==> config.mk <==
export PLATFORM = sky130hd
export DESIGN_NAME = light_sequencer_flat
export DESIGN_NICKNAME = d
export VERILOG_FILES = /design/src/rtl/light_sequencer_if.sv /design/src/rtl/light_sequencer.sv /design/src/flat_wrapper.sv
export SDC_FILE = /design/constraint.sdc
export NUM_CORES = 1
export LEC_CHECK = 0
export BUFFER_PORTS_ARGS = -buffer_cell sky130_fd_sc_hd__buf_2
export CORE_ASPECT_RATIO = 2
export CORE_MARGIN = 2
export CORE_UTILIZATION = 44
export DETAILED_ROUTE_END_ITERATION = 16
export SYNTH_ARGS = -nofsm -noshare
export SYNTH_HDL_FRONTEND = slang
export SYNTH_SLANG_ARGS = --single-unit
==> constraint.sdc <==
create_clock -name clk -period 2.9 [get_ports clk]
set_input_delay 0.29 -clock clk [delete_from_list [all_inputs] [get_ports clk]]
set_output_delay 0.29 -clock clk [all_outputs]
set_load 0.1 [all_outputs]
==> src/rtl/light_sequencer_if.sv <==
// rtl/light_sequencer_if.sv - control and status bundle between a host and the light sequencer
interface light_sequencer_if #(
  parameter int TW = 8
);
  logic          start;
  logic          stop;
  logic [1:0]    mode;
  logic [TW-1:0] period;
  logic [7:0]    nsteps;
  logic          button;
  logic          sel;
  logic          busy;
  logic          done;
  logic [7:0]    step_cnt;

  modport master (
    output start, stop, mode, period, nsteps,
    input  button, sel, busy, done, step_cnt
  );

  modport slave (
    input  start, stop, mode, period, nsteps,
    output button, sel, busy, done, step_cnt
  );
endinterface

==> src/rtl/light_sequencer.sv <==
// rtl/light_sequencer.sv - timed step generator driving a lights selector (button advance, white select)
module light_sequencer #(
  parameter int TW = 8
) (
  input  logic             clk,
  input  logic             rst,
  light_sequencer_if.slave bus
);

  typedef enum logic [1:0] {
    IDLE = 2'b00,
    RUN  = 2'b01,
    DONE = 2'b10
  } state_t;

  state_t        state_q, state_d;
  logic [1:0]    mode_q, mode_d;
  logic [TW-1:0] period_q, period_d;
  logic [7:0]    nsteps_q, nsteps_d;
  logic [TW-1:0] timer_q, timer_d;
  logic [7:0]    step_cnt_q, step_cnt_d;
  logic          button_q, button_d;
  logic          sel_q, sel_d;
  logic          busy_q, busy_d;
  logic          done_q, done_d;

  localparam logic [TW-1:0] ONE = {{(TW-1){1'b0}}, 1'b1};

  always_ff @(posedge clk or negedge rst) begin
    if (!rst) begin
      state_q    <= IDLE;
      mode_q     <= 2'b00;
      period_q   <= '0;
      nsteps_q   <= 8'd0;
      timer_q    <= '0;
      step_cnt_q <= 8'd0;
      button_q   <= 1'b0;
      sel_q      <= 1'b0;
      busy_q     <= 1'b0;
      done_q     <= 1'b0;
    end else begin
      state_q    <= state_d;
      mode_q     <= mode_d;
      period_q   <= period_d;
      nsteps_q   <= nsteps_d;
      timer_q    <= timer_d;
      step_cnt_q <= step_cnt_d;
      button_q   <= button_d;
      sel_q      <= sel_d;
      busy_q     <= busy_d;
      done_q     <= done_d;
    end
  end

  always_comb begin
    state_d    = state_q;
    mode_d     = mode_q;
    period_d   = period_q;
    nsteps_d   = nsteps_q;
    timer_d    = timer_q;
    step_cnt_d = step_cnt_q;
    button_d   = 1'b0;
    sel_d      = sel_q;
    busy_d     = busy_q;
    done_d     = 1'b0;

    case (state_q)
      IDLE: begin
        sel_d  = 1'b0;
        busy_d = 1'b0;
        if (bus.start && !bus.stop && (bus.period != '0)) begin
          mode_d     = (bus.mode == 2'b11) ? 2'b00 : bus.mode;
          period_d   = bus.period;
          nsteps_d   = bus.nsteps;
          timer_d    = bus.period - ONE;
          step_cnt_d = 8'd0;
          busy_d     = 1'b1;
          state_d    = RUN;
        end
      end

      RUN: begin
        // stop takes priority over a step landing on the same edge
        if (bus.stop) begin
          state_d = IDLE;
          sel_d   = 1'b0;
          busy_d  = 1'b0;
        end else if (timer_q == '0) begin
          timer_d    = period_q - ONE;
          step_cnt_d = step_cnt_q + 8'd1;
          case (mode_q)
            2'b01: sel_d = ~sel_q;
            2'b10: begin
              sel_d    = ~sel_q;
              button_d = sel_q;
            end
            default: button_d = 1'b1;
          endcase
          if ((nsteps_q != 8'd0) && (step_cnt_d == nsteps_q)) begin
            state_d = DONE;
          end
        end else begin
          timer_d = timer_q - ONE;
        end
      end

      DONE: begin
        // final step's outputs are visible this cycle; done follows on the next
        state_d = IDLE;
        sel_d   = 1'b0;
        busy_d  = 1'b0;
        done_d  = 1'b1;
      end

      default: begin
        state_d = IDLE;
        sel_d   = 1'b0;
        busy_d  = 1'b0;
      end
    endcase
  end

  assign bus.button   = button_q;
  assign bus.sel      = sel_q;
  assign bus.busy     = busy_q;
  assign bus.done     = done_q;
  assign bus.step_cnt = step_cnt_q;

endmodule

==> src/flat_wrapper.sv <==
// flat-port wrapper written by rule: the top's interface ports become plain ports
module light_sequencer_flat 
#(
  parameter int TW = 8
)
  (clk, rst, bus_start, bus_stop, bus_mode, bus_period, bus_nsteps, bus_button, bus_sel, bus_busy, bus_done, bus_step_cnt);
  light_sequencer_if #(.TW(TW)) bus_i ();
  input  logic clk;
  input  logic rst;
  input wire logic [$bits(bus_i.start)-1:0] bus_start;
  input wire logic [$bits(bus_i.stop)-1:0] bus_stop;
  input wire logic [$bits(bus_i.mode)-1:0] bus_mode;
  input wire logic [$bits(bus_i.period)-1:0] bus_period;
  input wire logic [$bits(bus_i.nsteps)-1:0] bus_nsteps;
  output wire logic [$bits(bus_i.button)-1:0] bus_button;
  output wire logic [$bits(bus_i.sel)-1:0] bus_sel;
  output wire logic [$bits(bus_i.busy)-1:0] bus_busy;
  output wire logic [$bits(bus_i.done)-1:0] bus_done;
  output wire logic [$bits(bus_i.step_cnt)-1:0] bus_step_cnt;
  assign bus_i.start = bus_start;
  assign bus_i.stop = bus_stop;
  assign bus_i.mode = bus_mode;
  assign bus_i.period = bus_period;
  assign bus_i.nsteps = bus_nsteps;
  assign bus_button = bus_i.button;
  assign bus_sel = bus_i.sel;
  assign bus_busy = bus_i.busy;
  assign bus_done = bus_i.done;
  assign bus_step_cnt = bus_i.step_cnt;
  light_sequencer #(.TW(TW)) u_core (.clk(clk), .rst(rst), .bus(bus_i));
endmodule
==> results of run 1 <==
-- registers in the layout, summed over array words and instances, names as in the netlist, 2 cells and up --
register and count:
u_core.timer_q 8, u_core.bus.step_cnt 8, u_core.mode_q 2, u_core.state_q 2, u_core.period_q 8, u_core.nsteps_q 8
-- metal layers --
layer	vias up	share of wire [%]	routed length [µm]
met1	876	35	1989
li1	870	-	-
met2	31	59	3309
met4	0	3.9	218
met5	-	0	0
met3	15	2.2	124
-- worst register-to-register path: stages (launching register included) --
cell and delay (ns):
dfrtp_1 0.43, nor4_4 0.46, nand2_2 0.10, or4_1 0.55, a311o_1 0.36, o41a_1 0.40
-- logic make-up (layout without fill, tap and decap cells) --
family | after synthesis | after routing | share of synthesized area, %
buffers and inverters | 8 | 47 | 1.524
muxes | 18 | 18 | 9.091
DFF | 40 | 40 | 45.17
and+or+nand+nor | 82 | 82 | 21.06
xor gates and xnor gates | 14 | 14 | 5.534
AOI/OAI and AO/OA | 47 | 47 | 15.36
adders and majority gates | 4 | 4 | 2.259
-- cell usage in the layout (no fill, tap or decap), types with 6 or more instances in the layout --
cell type / netlist / final
buf_2: 3 / 33
nand2b_1: 8 / 8
nor2b_1: 8 / 8
nand3_1: 6 / 6
dfrtp_1: 40 / 40
nor2_1: 16 / 16
o21ai_0: 16 / 16
mux2_2: 17 / 17
nand2_1: 17 / 17
xnor2_1: 9 / 9
-- Yosys cell counts (all sizes together) (5+ instances only) --
cell type	count	share of area [%]
nand3	6	1.4
xnor2	9	3.6
xor2	5	2.0
a311o	7	3.3
nor2b	8	2.3
a21oi	5	1.1
nand2b	8	2.3
nand2	18	3.2
nor2	16	2.7
o21ai	16	3.6
mux2	17	8.6
dfrtp	40	45
nor4	7	3.3
-- path summary, 6_finish.rpt --
check / cells past startpoint / slack (ns) / startpoint / end
min in group clk: 2 / 0.23 / bus_nsteps[5] / u_core.nsteps_q[5]$_DFFE_PN0P_
worst min register to register: 1 / 0.47 / u_core.bus.busy$_DFFE_PN0N_ / u_core.bus.busy$_DFFE_PN0N_
worst min-delay path: 1 / 0.14 / rst / u_core.bus.busy$_DFFE_PN0N_
worst max-delay path: 5 / 0.49 / u_core.timer_q[7]$_DFFE_PN0P_ / u_core.state_q[0]$_DFFE_PN0P_
max in group asynchronous: 1 / 2.17 / rst / u_core.period_q[2]$_DFFE_PN0P_
worst max register to register: 5 / 0.49 / u_core.timer_q[7]$_DFFE_PN0P_ / u_core.state_q[0]$_DFFE_PN0P_
-- final cells by class --
class	instances	area (µm²)	share of cell area [%]
flip-flops and latches	40	1001	39.39
clock inverters	1	5.005	0.1969
clock buffers	6	72.57	2.856
multi-input cells	165	1185	46.63
repair buffers	37	195.2	7.681
inverters	3	11.26	0.4431
well taps	57	71.32	2.806
-- power by group --
group	internal, mW	total [mW]	switching (mW)
Clock	0.164	0.354	0.190
Combinational	0.176	0.369	0.193
Sequential	0.652	0.778	0.127
Total	0.992	1.50	0.509
==> results.toml, run 1 <==
[yosys]
syn_area_per_cell_um2 = 10.40
syn-num-nets = 239
ys_async_sr_fraction_pct = 100.0
yosys_warnings = 0
synth_cell_type_count = 44
syn-cell-area_mm2 = 0.002216
syn_inst = 213
synth-edff-count = 0
yosysSeqAreaShare_pct = 45.17
ys_seq_elements = 40
synth_flop_cell = "dfrtp_1"

[floorplan]
rows = 36
core_mm2 = 0.004865
initial_core_util_pct = 45.55
die_w_um = 54.18
die_area_mm2 = 0.005654
die_h_um = 104.4
ios = 34

[global_route]
grt_overflow = 0
grt_use_met1_pct = 21.85
antenna_found_initial = 0
grt_max_degree = 41
grt_pass1_wl_um = 8928
grt_pass1_vias = 1837
met2_usage_pct = 39.67
grtUsageTotal_pct = 21.82
met3_usage_pct = 3.305
grt_busiest_layer = "met2"

[clock_network]
path_clk_slew_ns = 0.08
cts_resized = 0
cts-hold-fix-buffers = 0
cts_tree = "yes"
cts_buffer_depth = 2
post-cts-setup-buffers = 0
htreeDepth = 2
worstSkewPairLatency_ns = 0.29
numCtsBuffers = 5
root_buffer = "clkbuf_8"
clock_sinks = 40

[place]
port_buffers = 33
place_hpwl_um = 4358
place.gp.congestion = 0.8351
place_ws_ns = 0.5009
placed_cell_area_mm2 = 0.002464
placed_cells = 302

[setup_path]
slowest_stage = "or4_1"
crit_chain = "nor4_4 -> nand2_2 -> or4_1 -> a311o_1 -> o41a_1"
crit_path_max_fanout = 7
endpoint_kind = "flop"
critical_path.startpoint_type = "flop"
crit_arrival_ns = 2.59
critPathBufInv = 0
cp_top_family = "simple AND/OR/NAND/NOR gates"
path_class = "flop to flop"
max_stage_delay_ns = 0.55
crit_required_ns = 3.08

[power]
ir_drop_mv = 0.4111
cellLeakagePower_nw = 1.117
power_mw = 1.501
p_per_area_mw_per_mm2 = 590.8

[sta]
whs_ns = 0.1380
setup_ws_ns = 0.4858
finalSetupViolCount = 0
finalSetupTns_ns = 0
final_max_slew_viol_count = 0
finalCritPeriodShare_pct = 83.25
slew_headroom_pct = 37.72
grt_setup_unrepaired = "no"
min_period_ns = 2.414
hold_viol_final = 0
fmax_mhz = 414.2
tightest_slew_ns = 0.9342
fin_skew_ns = 0.008599

[detailed_routing]
vias = 1792
drt_iter0_markers = 41
viasPerCell = 5.799
routedWlPerCell_um = 18.26
dr.pass1.iters = 4
wirelength_um = 5641
drc_errors = 0
ant_nets = 0

[final_layout]
final_cell_area_mm2 = 0.002541
nFillCells = 472
syn_to_final_growth_pct = 14.68
post-route-util_pct = 52.24
layout-drive-gt1-share_pct = 28.17
antenna-diode-count = 0
stdcell_count = 309
nets = 278

[run]
cap_violations = 0

[outcome]
status = "finished, final reports clean"

[worst_hold_path]
hold_class = "primary input to async pin"
Power figures use the tool's default switching activity.
==> run 2: changes to the inputs <==
- ABC_AREA: unset -> 1
- PLACE_DENSITY: unset -> 0.67
- clock period: 2.9 -> 2.1 ns (I/O delays scaled with it)
==> run 2 against run 1 <==
  * Global-route usage increased by 0.64 points
  * Flip-flop and latch count unchanged
  * Clock power increased by 42%
  * Clock skew down 0.0039 ns
  * Clock-buffer cell count is the same
  * Area after synthesis rose by 0.45%
  * Synthesized cell count increased by 44%
  * First-iteration DRC count decreased by 32%
  * Design area grew 1.3%
  * Final cell count increased by 32%
  * Register-to-register slack worse by 0.22 ns
  * Critical path type unchanged
  * Critical endpoint is now u_core.timer_q[2]$_DFFE_PN0P_
==> results.toml, run 2 <==
[outcome]
status = "finished, final reports clean"

[global_route]
antenna_found_initial = 0
met2_usage_pct = 38.98
grt_pass1_vias = 2014
grt_overflow = 0
grt_use_met1_pct = 23.69
grt_pass1_wl_um = 9190
met3_usage_pct = 4.857
grtUsageTotal_pct = 22.46
grt_busiest_layer = "met2"
grt_max_degree = 35

[yosys]
ys_top_cells_by_area = "dfrtp_1 (45%), nand2_1 (20%), inv_1 (5.6%)"
ys_seq_elements = 40
synth_cell_type_count = 25
synth_common_cells = "nand2_1 (121), dfrtp_1 (40), inv_1 (33), nor2_1 (29), o21ai_0 (16)"
syn_inst = 306
yosysTopAreaCellShare_pct = 44.97
synth-edff-count = 0
synth_most_common_cell = "nand2_1"
syn-cell-area_mm2 = 0.002226
syn-num-nets = 332
yosys_warnings = 0
yosysSeqAreaShare_pct = 44.97
syn_area_per_cell_um2 = 7.274
synth_flop_cell = "dfrtp_1"
ys_async_sr_fraction_pct = 100.0
synth_top_cell_by_area = "dfrtp_1"

[setup_path]
r2r_start = "u_core.timer_q[7]$_DFFE_PN0P_"
startpoint = "u_core.timer_q[7]$_DFFE_PN0P_"
critical_path.startpoint_type = "flop"
crit_path_max_fanout = 4
crit_arrival_ns = 2.06
crit_required_ns = 2.32
endpoint_kind = "flop"
path_class = "flop to flop"

[clock_network]
numCtsBuffers = 5
post-cts-setup-buffers = 0
cts_buffer_depth = 2
root_buffer = "clkbuf_8"
cts_tree = "yes"
worstSkewPairLatency_ns = 0.30
clock_sinks = 40
path_clk_slew_ns = 0.08
htreeDepth = 2
cts_resized = 0

[sta]
finalCritPeriodShare_pct = 87.28
finalSetupViolCount = 0
grt_setup_unrepaired = "no"
hold_viol_final = 0
min_period_ns = 1.833
tightest_slew_ns = 0.4855
fin_skew_ns = 0.004656
fmax_mhz = 545.6
final_max_slew_viol_count = 0
slew_headroom_pct = 67.86
finalSetupTns_ns = 0

[final_layout]
layout-drive-gt1-share_pct = 19.43
antenna-diode-count = 0
nFillCells = 507
layout_common_cells = "nand2_1 (121), dfrtp_1 (38), inv_1 (33), buf_2 (33), nor2_1 (29)"
multiInputGateArea_mm2 = 0.001045
regArea_mm2 = 0.001003
syn_to_final_growth_pct = 15.68
final_common_cell = "nand2_1"
nets = 376

[detailed_routing]
drc_errors = 0
dr.pass1.iters = 4
viasPerCell = 5.022
vias = 2044
drt_iter0_markers = 28
routedWlPerCell_um = 13.36
wirelength_um = 5436
ant_nets = 0

[floorplan]
initial_core_util_pct = 45.76
die_area_mm2 = 0.005678
core_mm2 = 0.004865
ios = 34
die_h_um = 104.6
die_w_um = 54.30
rows = 36

[place]
place.gp.congestion = 0.8160
place_hpwl_um = 4199
port_buffers = 33

[run]
cap_violations = 0

[power]
power_mw = 1.972
ir_drop_mv = 0.6337
p_per_area_mw_per_mm2 = 765.7
cellLeakagePower_nw = 1.378

[worst_hold_path]
hp-start = "bus_nsteps[0]"
hold_class = "primary input to flop"
-- run 2: cell types whose count changed in the layout (fill, tap and decap cells not counted), sizes merged, moves of 7 or more --
cell | before | now
nor2 | 16 | 33
nand3 | 6 | 13
inv | 3 | 38
a311o | 7 | 0
mux2 | 17 | 0
nand2b | 8 | 0
nand2 | 18 | 129
nor2b | 8 | 0
-- run 2: report_power, final --
part	internal (mW)	leakage (nW)	switching, mW
Combinational	0.175	0.826	0.309
Sequential	0.890	0.512	0.0958
Clock	0.226	0.0410	0.276
Total	1.29	1.38	0.681
-- run 2: cells by family (layout without fill, tap and decap cells) --
| group | Yosys count | in the layout | synth area share (%) |
|---|---|---|---|
| AO/OA/AOI/OAI | 24 | 24 | 6.577 |
| XOR/XNOR | 8 | 8 | 3.148 |
| adder cells (fa/ha/maj) | 4 | 4 | 2.249 |
| buffers and inverters | 43 | 87 | 8.094 |
| flip-flops | 40 | 40 | 44.97 |
| AND/OR/NAND/NOR | 187 | 187 | 34.96 |
-- run 2: routing by layer --
metal	wire (µm)	up-vias	share of wire, %
met1	2038	955	37
met2	3051	39	56
met5	0	-	0
li1	-	1037	-
met4	193	0	3.6
met3	153	13	2.8
-- run 2: worst paths after layout --
path	to	slack (ns)	cells past startpoint
min reg2reg	u_core.bus.done$_DFF_PN0_	0.48	1
max in group asynchronous	u_core.bus.step_cnt[1]$_DFFE_PN0P_	1.14	3
max	u_core.timer_q[2]$_DFFE_PN0P_	0.27	9
min in group asynchronous	u_core.bus.button$_DFF_PN0_	0.26	2
min	u_core.nsteps_q[0]$_DFFE_PN0P_	0.1	3
max reg2reg	u_core.timer_q[2]$_DFFE_PN0P_	0.27	9
-- run 2: final cells by class --
type,count,area share (%)
flip-flops and latches,40,38.97
clock inverters,1,0.1944
inverters,38,5.539
clock buffers,6,2.818
multi-input cells,223,40.57
repair buffers,42,9.135
well taps,57,2.770
-- run 2: worst max-delay path, stage by stage (launching register included) --
cell and delay, ns:
dfrtp_1 0.40, nor2_1 0.11, nand2_1 0.11, nor2_2 0.16, nand2_2 0.08, a22oi_4 0.16
inv_2 0.07, ha_1 0.22, or2_2 0.29, a31oi_1 0.17
-- run 2: repair_timing --
action | in CTS | in global routing
hold buffers | 1 | 0
hold endpoints to repair | 6 | 0
endpoints found under the setup margin | 0 | 0
-- run 2: per-stage QoR --
stage / utilization (%) / setup slack [ns] / hold slack, ns / area [µm²] / std cells
floorplan: - / 0.0007292 / -0.08559 / 2228 / 306
global placement: 51.13 / 0.3281 / 0.04880 / 2487 / 399
detailed placement: 51.13 / 0.2671 / 0.04992 / 2487 / 399
CTS: 52.93 / 0.2455 / 0.09333 / 2575 / 407
global route: 52.93 / 0.08840 / 0.1077 / 2575 / 407
finish: 52.93 / 0.2672 / 0.09742 / 2575 / 407
